<file path="src/rtl/hazard_scoreboard_if.sv">
// rtl/hazard_scoreboard_if.sv - ID-stage hazard scoreboard signal bundle
interface hazard_scoreboard_if;
   logic        id_valid;
   logic [2:0]  id_ra;
   logic [2:0]  id_rb;
   logic        id_use_a;
   logic        id_use_b;
   logic [2:0]  id_rd;
   logic        id_regwrite;
   logic        id_is_load;
   logic        flush;
   logic        stall;
   logic        issue;
   logic [7:0]  busy;
   logic [15:0] stall_cycles;

   modport master (
      output id_valid, id_ra, id_rb, id_use_a, id_use_b, id_rd, id_regwrite, id_is_load, flush,
      input  stall, issue, busy, stall_cycles
   );

   modport slave (
      input  id_valid, id_ra, id_rb, id_use_a, id_use_b, id_rd, id_regwrite, id_is_load, flush,
      output stall, issue, busy, stall_cycles
   );
endinterface

</file>
<file path="src/rtl/hazard_scoreboard.sv">
// rtl/hazard_scoreboard.sv - per-register pending-latency scoreboard with flush rollback
module hazard_scoreboard #(
   parameter int LOAD_LAT = 1,
   parameter int ALU_LAT  = 0
) (
   input  logic              clk,
   input  logic              rst_n,
   hazard_scoreboard_if.slave sb
);
   localparam logic [1:0] LD_LAT = 2'(LOAD_LAT);
   localparam logic [1:0] AL_LAT = 2'(ALU_LAT);

   logic [7:0][1:0] r_cnt;
   logic            r_ex_valid;
   logic [2:0]      r_ex_rd;
   logic            r_ex_wr;
   logic [1:0]      r_ex_prev;
   logic [15:0]     r_stall_cycles;

   logic            w_hit_a;
   logic            w_hit_b;
   logic            w_stall;
   logic            w_issue;
   logic            w_restore;
   logic [7:0]      w_busy;

   function automatic logic [1:0] sat_dec(input logic [1:0] v);
      return (v == 2'd0) ? 2'd0 : v - 2'd1;
   endfunction

   assign w_hit_a   = sb.id_use_a && (r_cnt[sb.id_ra] != 2'd0);
   assign w_hit_b   = sb.id_use_b && (r_cnt[sb.id_rb] != 2'd0);
   assign w_stall   = rst_n && sb.id_valid && !sb.flush && (w_hit_a || w_hit_b);
   assign w_issue   = rst_n && sb.id_valid && !sb.flush && !w_stall;
   // A flushed writer hands its register back to the older writer's remaining obligation.
   assign w_restore = sb.flush && r_ex_valid && r_ex_wr;

   always_comb begin
      w_busy = '0;
      for (int n = 0; n < 8; n++) begin
         w_busy[n] = (r_cnt[n] != 2'd0);
      end
   end

   assign sb.stall        = w_stall;
   assign sb.issue        = w_issue;
   assign sb.busy         = w_busy;
   assign sb.stall_cycles = r_stall_cycles;

   always_ff @(posedge clk) begin
      if (!rst_n) begin
         r_cnt          <= '0;
         r_ex_valid     <= 1'b0;
         r_ex_rd        <= 3'd0;
         r_ex_wr        <= 1'b0;
         r_ex_prev      <= 2'd0;
         r_stall_cycles <= 16'd0;
      end else begin
         for (int n = 0; n < 8; n++) begin
            r_cnt[n] <= sat_dec(r_cnt[n]);
         end
         if (w_restore) begin
            r_cnt[r_ex_rd] <= sat_dec(r_ex_prev);
         end
         if (w_issue && sb.id_regwrite) begin
            r_cnt[sb.id_rd] <= sb.id_is_load ? LD_LAT : AL_LAT;
         end

         r_ex_valid <= w_issue;
         if (w_issue) begin
            r_ex_rd   <= sb.id_rd;
            r_ex_wr   <= sb.id_regwrite;
            r_ex_prev <= sat_dec(r_cnt[sb.id_rd]);
         end

         if (w_stall && (r_stall_cycles != 16'hFFFF)) begin
            r_stall_cycles <= r_stall_cycles + 16'd1;
         end
      end
   end
endmodule

</file>
<file path="src/flat_wrapper.sv">
// flat-port wrapper written by rule: the top's interface ports become plain ports
module hazard_scoreboard_flat 
#(
   parameter int LOAD_LAT = 1,
   parameter int ALU_LAT  = 0
)
  (clk, rst_n, sb_id_valid, sb_id_ra, sb_id_rb, sb_id_use_a, sb_id_use_b, sb_id_rd, sb_id_regwrite, sb_id_is_load, sb_flush, sb_stall, sb_issue, sb_busy, sb_stall_cycles);
  hazard_scoreboard_if sb_i ();
  input  logic clk;
  input  logic rst_n;
  input wire logic [$bits(sb_i.id_valid)-1:0] sb_id_valid;
  input wire logic [$bits(sb_i.id_ra)-1:0] sb_id_ra;
  input wire logic [$bits(sb_i.id_rb)-1:0] sb_id_rb;
  input wire logic [$bits(sb_i.id_use_a)-1:0] sb_id_use_a;
  input wire logic [$bits(sb_i.id_use_b)-1:0] sb_id_use_b;
  input wire logic [$bits(sb_i.id_rd)-1:0] sb_id_rd;
  input wire logic [$bits(sb_i.id_regwrite)-1:0] sb_id_regwrite;
  input wire logic [$bits(sb_i.id_is_load)-1:0] sb_id_is_load;
  input wire logic [$bits(sb_i.flush)-1:0] sb_flush;
  output wire logic [$bits(sb_i.stall)-1:0] sb_stall;
  output wire logic [$bits(sb_i.issue)-1:0] sb_issue;
  output wire logic [$bits(sb_i.busy)-1:0] sb_busy;
  output wire logic [$bits(sb_i.stall_cycles)-1:0] sb_stall_cycles;
  assign sb_i.id_valid = sb_id_valid;
  assign sb_i.id_ra = sb_id_ra;
  assign sb_i.id_rb = sb_id_rb;
  assign sb_i.id_use_a = sb_id_use_a;
  assign sb_i.id_use_b = sb_id_use_b;
  assign sb_i.id_rd = sb_id_rd;
  assign sb_i.id_regwrite = sb_id_regwrite;
  assign sb_i.id_is_load = sb_id_is_load;
  assign sb_i.flush = sb_flush;
  assign sb_stall = sb_i.stall;
  assign sb_issue = sb_i.issue;
  assign sb_busy = sb_i.busy;
  assign sb_stall_cycles = sb_i.stall_cycles;
  hazard_scoreboard #(.LOAD_LAT(LOAD_LAT), .ALU_LAT(ALU_LAT)) u_core (.clk(clk), .rst_n(rst_n), .sb(sb_i));
endmodule
</file>
<file path="config.mk">
export PLATFORM = sky130hd
export DESIGN_NAME = hazard_scoreboard_flat
export DESIGN_NICKNAME = d
export VERILOG_FILES = /design/src/rtl/hazard_scoreboard_if.sv /design/src/rtl/hazard_scoreboard.sv /design/src/flat_wrapper.sv
export SDC_FILE = /design/constraint.sdc
export NUM_CORES = 1
export LEC_CHECK = 0
export ABC_CLOCK_PERIOD_IN_PS = 2300
export BUFFER_PORTS_ARGS = -buffer_cell sky130_fd_sc_hd__buf_4
export CAP_MARGIN = 20
export CORE_MARGIN = 3
export CORE_UTILIZATION = 40
export DETAILED_ROUTE_END_ITERATION = 6
export GPL_TIMING_DRIVEN = 0
export PLACE_DENSITY_LB_ADDON = 0.15
export SETUP_SLACK_MARGIN = 0.1
export SLEW_MARGIN = 20
export SYNTH_ARGS = -nofsm -noshare
export SYNTH_HDL_FRONTEND = slang
export SYNTH_SLANG_ARGS = --single-unit
</file>
<file path="constraint.sdc">
create_clock -name clk -period 2.3 [get_ports clk]
set_input_delay 0.46 -clock clk [delete_from_list [all_inputs] [get_ports clk]]
set_output_delay 0.46 -clock clk [all_outputs]
set_load 0.005 [all_outputs]
</file>
# Word level (Yosys, flattened, before mapping)
# Index checks and enable logic that the tools add are counted.
# totals
latchBits	0
register_bits	39
output_inout_bits	26
mem_bits_rw	0
rom_bits	0
mem_count	0
# op_classes
mux	26
shift	0
reduce_logical	35
n_eq_ne	1
n_lt_le_gt_ge	6
div	0
multipliers	0
n_addsub	11
bitwise_logic	0
# ops
op	n
$mux W16	3
$bwmux W16	2
$mux W2	15
$logic_not A2 Y1	10
$reduce_bool A2 Y1	10
$sub A2 B1 Y2 const B	10
$bmux W2 S3	3
$add A16 B1 Y16 const B	1
$lt A3 B4 Y1 const B	4
$ne A16 B16 Y1 const B	1
$demux W2 S3	2
$logic_and A1 B1 Y1	12
$ge A3 B1 Y1 const B	2
$logic_not A1 Y1	2
$logic_or A1 B1 Y1	1
$mux W1	1

# Longest topological paths before layout
# logic_depth
ltp_word	10
ltp_mapped	8
mapped_depth_nobuf	7

# Worst setup path before layout
# OpenSTA, ideal clock, no wires.
# synth_path
path_kind	input -> output
from	input sb_id_rb[1]
to	output sb_issue
t_arrival_ns	1.505
path_slack_ns	0.335
required_time_ns	1.840
cell_stages	6
cell_sequence	nor4b_1 > a31oi_1 > a32oi_1 > nand3_1 > inv_1 > buf_2
# synth_via
elab_chain_cells	8
# synth_lines
item	line_no	rtl
start: declaration	flat_wrapper.sv:13	input wire logic [$bits(sb_i.id_rb)-1:0] sb_id_rb;
$bmux W2 S3	hazard_scoreboard.sv:32	assign w_hit_b = sb.id_use_b && (r_cnt[sb.id_rb] != 2'd0);
$mux W2 (implied by the code)	hazard_scoreboard.sv:32	
$reduce_bool A2 Y1	hazard_scoreboard.sv:32	
$logic_and A1 B1 Y1	hazard_scoreboard.sv:32	
$logic_or A1 B1 Y1	hazard_scoreboard.sv:33	assign w_stall = rst_n && sb.id_valid && !sb.flush && (w_hit_a || w_hit_b);
$logic_and A1 B1 Y1	hazard_scoreboard.sv:33	
$logic_not A1 Y1	hazard_scoreboard.sv:34	assign w_issue = rst_n && sb.id_valid && !sb.flush && !w_stall;
$logic_and A1 B1 Y1	hazard_scoreboard.sv:34	
end: declaration	flat_wrapper.sv:21	output wire logic [$bits(sb_i.issue)-1:0] sb_issue;
# Every way passes these cells. The select of a mux whose other input is x is not followed.

# Worst setup path in the final report
# layout_path
from	register u_core.r_cnt[12] (netlist name)
to	output sb_stall
# layout_via
elab_chain_cells	6
word_cells_on_any_way	10
classes_between	mux: 4; reduce/logical: 6
# layout_lines
item	line_no	rtl
start: declaration	hazard_scoreboard.sv:13	logic [7:0][1:0] r_cnt;
start signal: indexed assignment	hazard_scoreboard.sv:60	r_cnt[n] <= sat_dec(r_cnt[n]);
start signal: indexed assignment	hazard_scoreboard.sv:63	r_cnt[r_ex_rd] <= sat_dec(r_ex_prev);
start signal: indexed assignment	hazard_scoreboard.sv:66	r_cnt[sb.id_rd] <= sb.id_is_load ? LD_LAT : AL_LAT;
$bmux W2 S3 (on tied branches)	hazard_scoreboard.sv:31, hazard_scoreboard.sv:32	
$mux W2 (on tied branches)	hazard_scoreboard.sv:31, hazard_scoreboard.sv:32	
$reduce_bool A2 Y1 (on tied branches)	hazard_scoreboard.sv:31, hazard_scoreboard.sv:32	
$logic_and A1 B1 Y1 (on tied branches)	hazard_scoreboard.sv:31, hazard_scoreboard.sv:32	
$logic_or A1 B1 Y1 *	hazard_scoreboard.sv:33	
$logic_and A1 B1 Y1 *	hazard_scoreboard.sv:33	
end: declaration	flat_wrapper.sv:20	output wire logic [$bits(sb_i.stall)-1:0] sb_stall;
# Mark *: on every way between the ends. The rest lies on a longest branch, timed or not. The select of a mux whose other input is x is not followed.

==> results by group <==
Synthesis
  – EDFF count, synth: 0
  – Cells after synthesis: 301
  – Cell variety after synth: 44
  – #FFs+latches synth: 39
  – Area leader, netlist: dfxtp_1
  – Syn Area/Cell: 7.92 sq um
  – Top_reg_cell synth: dfxtp_1
  – Top post-synthesis cells by area: dfxtp_1, mux2i_1, nand2_1
  – Mapped Nets: 319
  – Yosys Warn Count: 0
  – Top cell type's share of synthesized area: 32.8%
  – Most frequent cell after synthesis: dfxtp_1
  – Synthesized cell area: 2380 sq um
  – Register area share after synthesis: 32.8%
  – Most instantiated cells after synthesis: dfxtp_1, nand2_1, nor2_1
  – Async SR Flop Fraction: 0%

Pwr
  – Max VDD drop: 0.227 mV
  – Combinational Power Share: 10.7%
  – Leakage dissipation: 1.21 nW
  – NetSw: 0.360 mW
  – Internal power: 1.18 mW
  – Clock Power Share: 45.0%
  – Power Dens Cells: 498 nW/um^2
  – Sequential share of power: 44.3%
  – Switching share of power: 23.4%

Setup path
  – CP Max Fanout: 6
  – CP Launch Type: flip-flop
  – Crit path kind: reg -> out
  – Worst EP arrival: 1720 ps
  – Worst path required time: 1840 ps
  – Crit path capture type: output pin

STA
  – Slew margin rel.: 64.1%
  – Max-slew violations: 0
  – Setup WS post-layout: 118 ps
  – Layout Skew: 13.7 ps
  – Hold WS: 404 ps
  – Tcrit/Tclk final: 94.9%
  – Worst-Margin Slew: 538 ps
  – RSZ-0062 raised after global routing: true
  – Max Fclk: 458 MHz
  – Tmin final: 2180 ps
  – Final setup fails: 0
  – Final Hold Viols: 0

Route
  – Vias post-DR: 2498
  – DRC viols: 0
  – Drt via density: 5.85
  – Antenna-violating nets left: 0
  – DR iter-0 viols: 319
  – Final WL: 7120 um
  – TritonRoute pass-1 iters: 4
  – Wire per inst: 16.7 um

Floorplanning
  – Initial core utilization: 42.2%
  – Vert. Die Dim: 83.2 um
  – # rows: 27
  – Core ar.: 5640 sq um
  – Die X: 83.2 um
  – Die ar.: 6920 sq um
  – I/O pin total: 43

Placement
  – Dpl hpwl: 4910 um
  – Post-DP Area: 2780 sq um
  – GPL Wtd Cong: 0.925
  – Pre-CTS setup slack: -346 ps
  – IO Port Bufs: 41

Clocking
  – Clk slew on worst S/H paths: 90 ps
  – CTS HTree Levels: 2
  – TritonCTS clock tree: yes
  – CTS Sinks: 39
  – Hold buffers post-CTS: 0
  – Cts bufs inserted: 5
  – Clk_lat worst skew: 300 ps
  – Max Root-Sink Buffers: 2
  – Root Driver: clkbuf_8

Cells and area
  – Area growth from synthesis to layout: 29.8%
  – Layout net count: 372
  – Ant diodes: 0
  – # fillers: 534
  – Layout cells sized above 1: 27.0%
  – Post-layout instance area: 3090 sq um

Flow run
  – Max Cap Viol: 0

Global routing
  – Total Routing Usage GR: 19.8%
  – Largest net degree at the start of global routing: 16
  – Vias in the first global route: 2301
  – Antenna violations before repair: 0
  – First-pass GRT wire length: 11200 um
  – Grt total ovfl: 0

Outcome
  – Status: finished, final reports clean

Worst hold path
  – HP Class: in -> reg
[metal layers]
layer / global-route usage, % / wire [um] / up-vias
met2: 30.1 / 3280 / 85
met3: 3.67 / 468 / 14
met1: 27.8 / 3250 / 1180
met5: 0 / 0 / -
met4: 7.58 / 119 / 0
li1: - / - / 1219
[sequential cells by signal, summed over array words and instances (netlist names)]
signal and count:
u_core.r_cnt 16, u_core.r_ex_prev 2, u_core.r_ex_rd 3, u_core.r_ex_valid 1
u_core.r_ex_wr 1, u_core.sb.stall_cycles 16
[layout by cell type, fill, tap and decap left out, drive strengths merged, types with 10 or more instances in the layout]
master	instances
clkbuf	15
buf	51
mux2i	19
o21ai	20
nand2	38
nor3b	11
nand4	10
nand3	12
nor2	23
nor3	20
dfxtp	39
[what timing repair did]
action,in CTS,in global routing
resized for setup,16,19
buffers inserted,5,1
endpoints found under the setup margin,2,17
pin swaps,5,2
[critical path: stages, from the launching register on]
cell	delay [ps]
dfxtp_1	380
nor3b_1	270
o21bai_1	130
a22oi_2	190
and2_1	170
buf_6	110
nor2_1	40
buf_4	130
[final timing paths]
| path | cells after the start | start | endpoint | slack, ps |
|---|---|---|---|---|
| worst max register to register | 9 | u_core.r_cnt[4] | u_core.sb.stall_cycles[8] | 180 |
| worst min-delay path | 3 | sb_id_regwrite | u_core.r_ex_wr | 400 |
| worst min register to register | 2 | u_core.r_ex_rd[0] | u_core.r_ex_rd[0] | 480 |
| worst max-delay path | 7 | u_core.r_cnt[12] | sb_stall | 120 |
[area by class of cell]
type                    count  area [sq um]  share of cell area, %
inverters                   7          26.3                  0.850
well taps                  72          90.1                   2.91
repair buffers             47           353                   11.4
flip-flops and latches     39           802                   25.9
clock buffers               6          72.6                   2.35
plain buffers              13          72.6                   2.35
clock inverters             2          60.1                   1.94
multi-input cells         241          1620                   52.3
[stage by stage]
step                TNS, ps  util, %  instances  total power, mW
detailed placement     -510     49.3        414            0.845
global placement       -445     49.3        414            0.844
CTS                       0     53.2        426             1.54
floorplan                 0        -        301            0.782
global route              0     54.8        427             1.58
finish                    0     54.8        427             1.54
[power by group through the flow]
stage | clock (mW) | sequential (mW) | combinational [mW]
3_5_place_dp | 0 | 0.703 | 0.143
6_report | 0.693 | 0.682 | 0.166
5_1_grt | 0.720 | 0.683 | 0.180
2_1_floorplan | 0 | 0.701 | 0.0817
4_1_cts | 0.701 | 0.686 | 0.154
3_3_place_gp | 0 | 0.702 | 0.142
[cells by family (layout without fill, tap and decap cells)]
| kind of cell | count (synthesis) | in the layout | synth area share (%) |
|---|---|---|---|
| adder cells (fa/ha/maj) | 1 | 1 | 0.525 |
| AO/OA/AOI/OAI | 54 | 54 | 15.2 |
| AND/OR/NAND/NOR | 164 | 164 | 37.1 |
| multiplexers | 22 | 22 | 10.3 |
| flip-flops | 39 | 39 | 32.8 |
| buffers and inverters | 21 | 75 | 4.09 |
No activity file was read; power rests on OpenSTA's default activity.
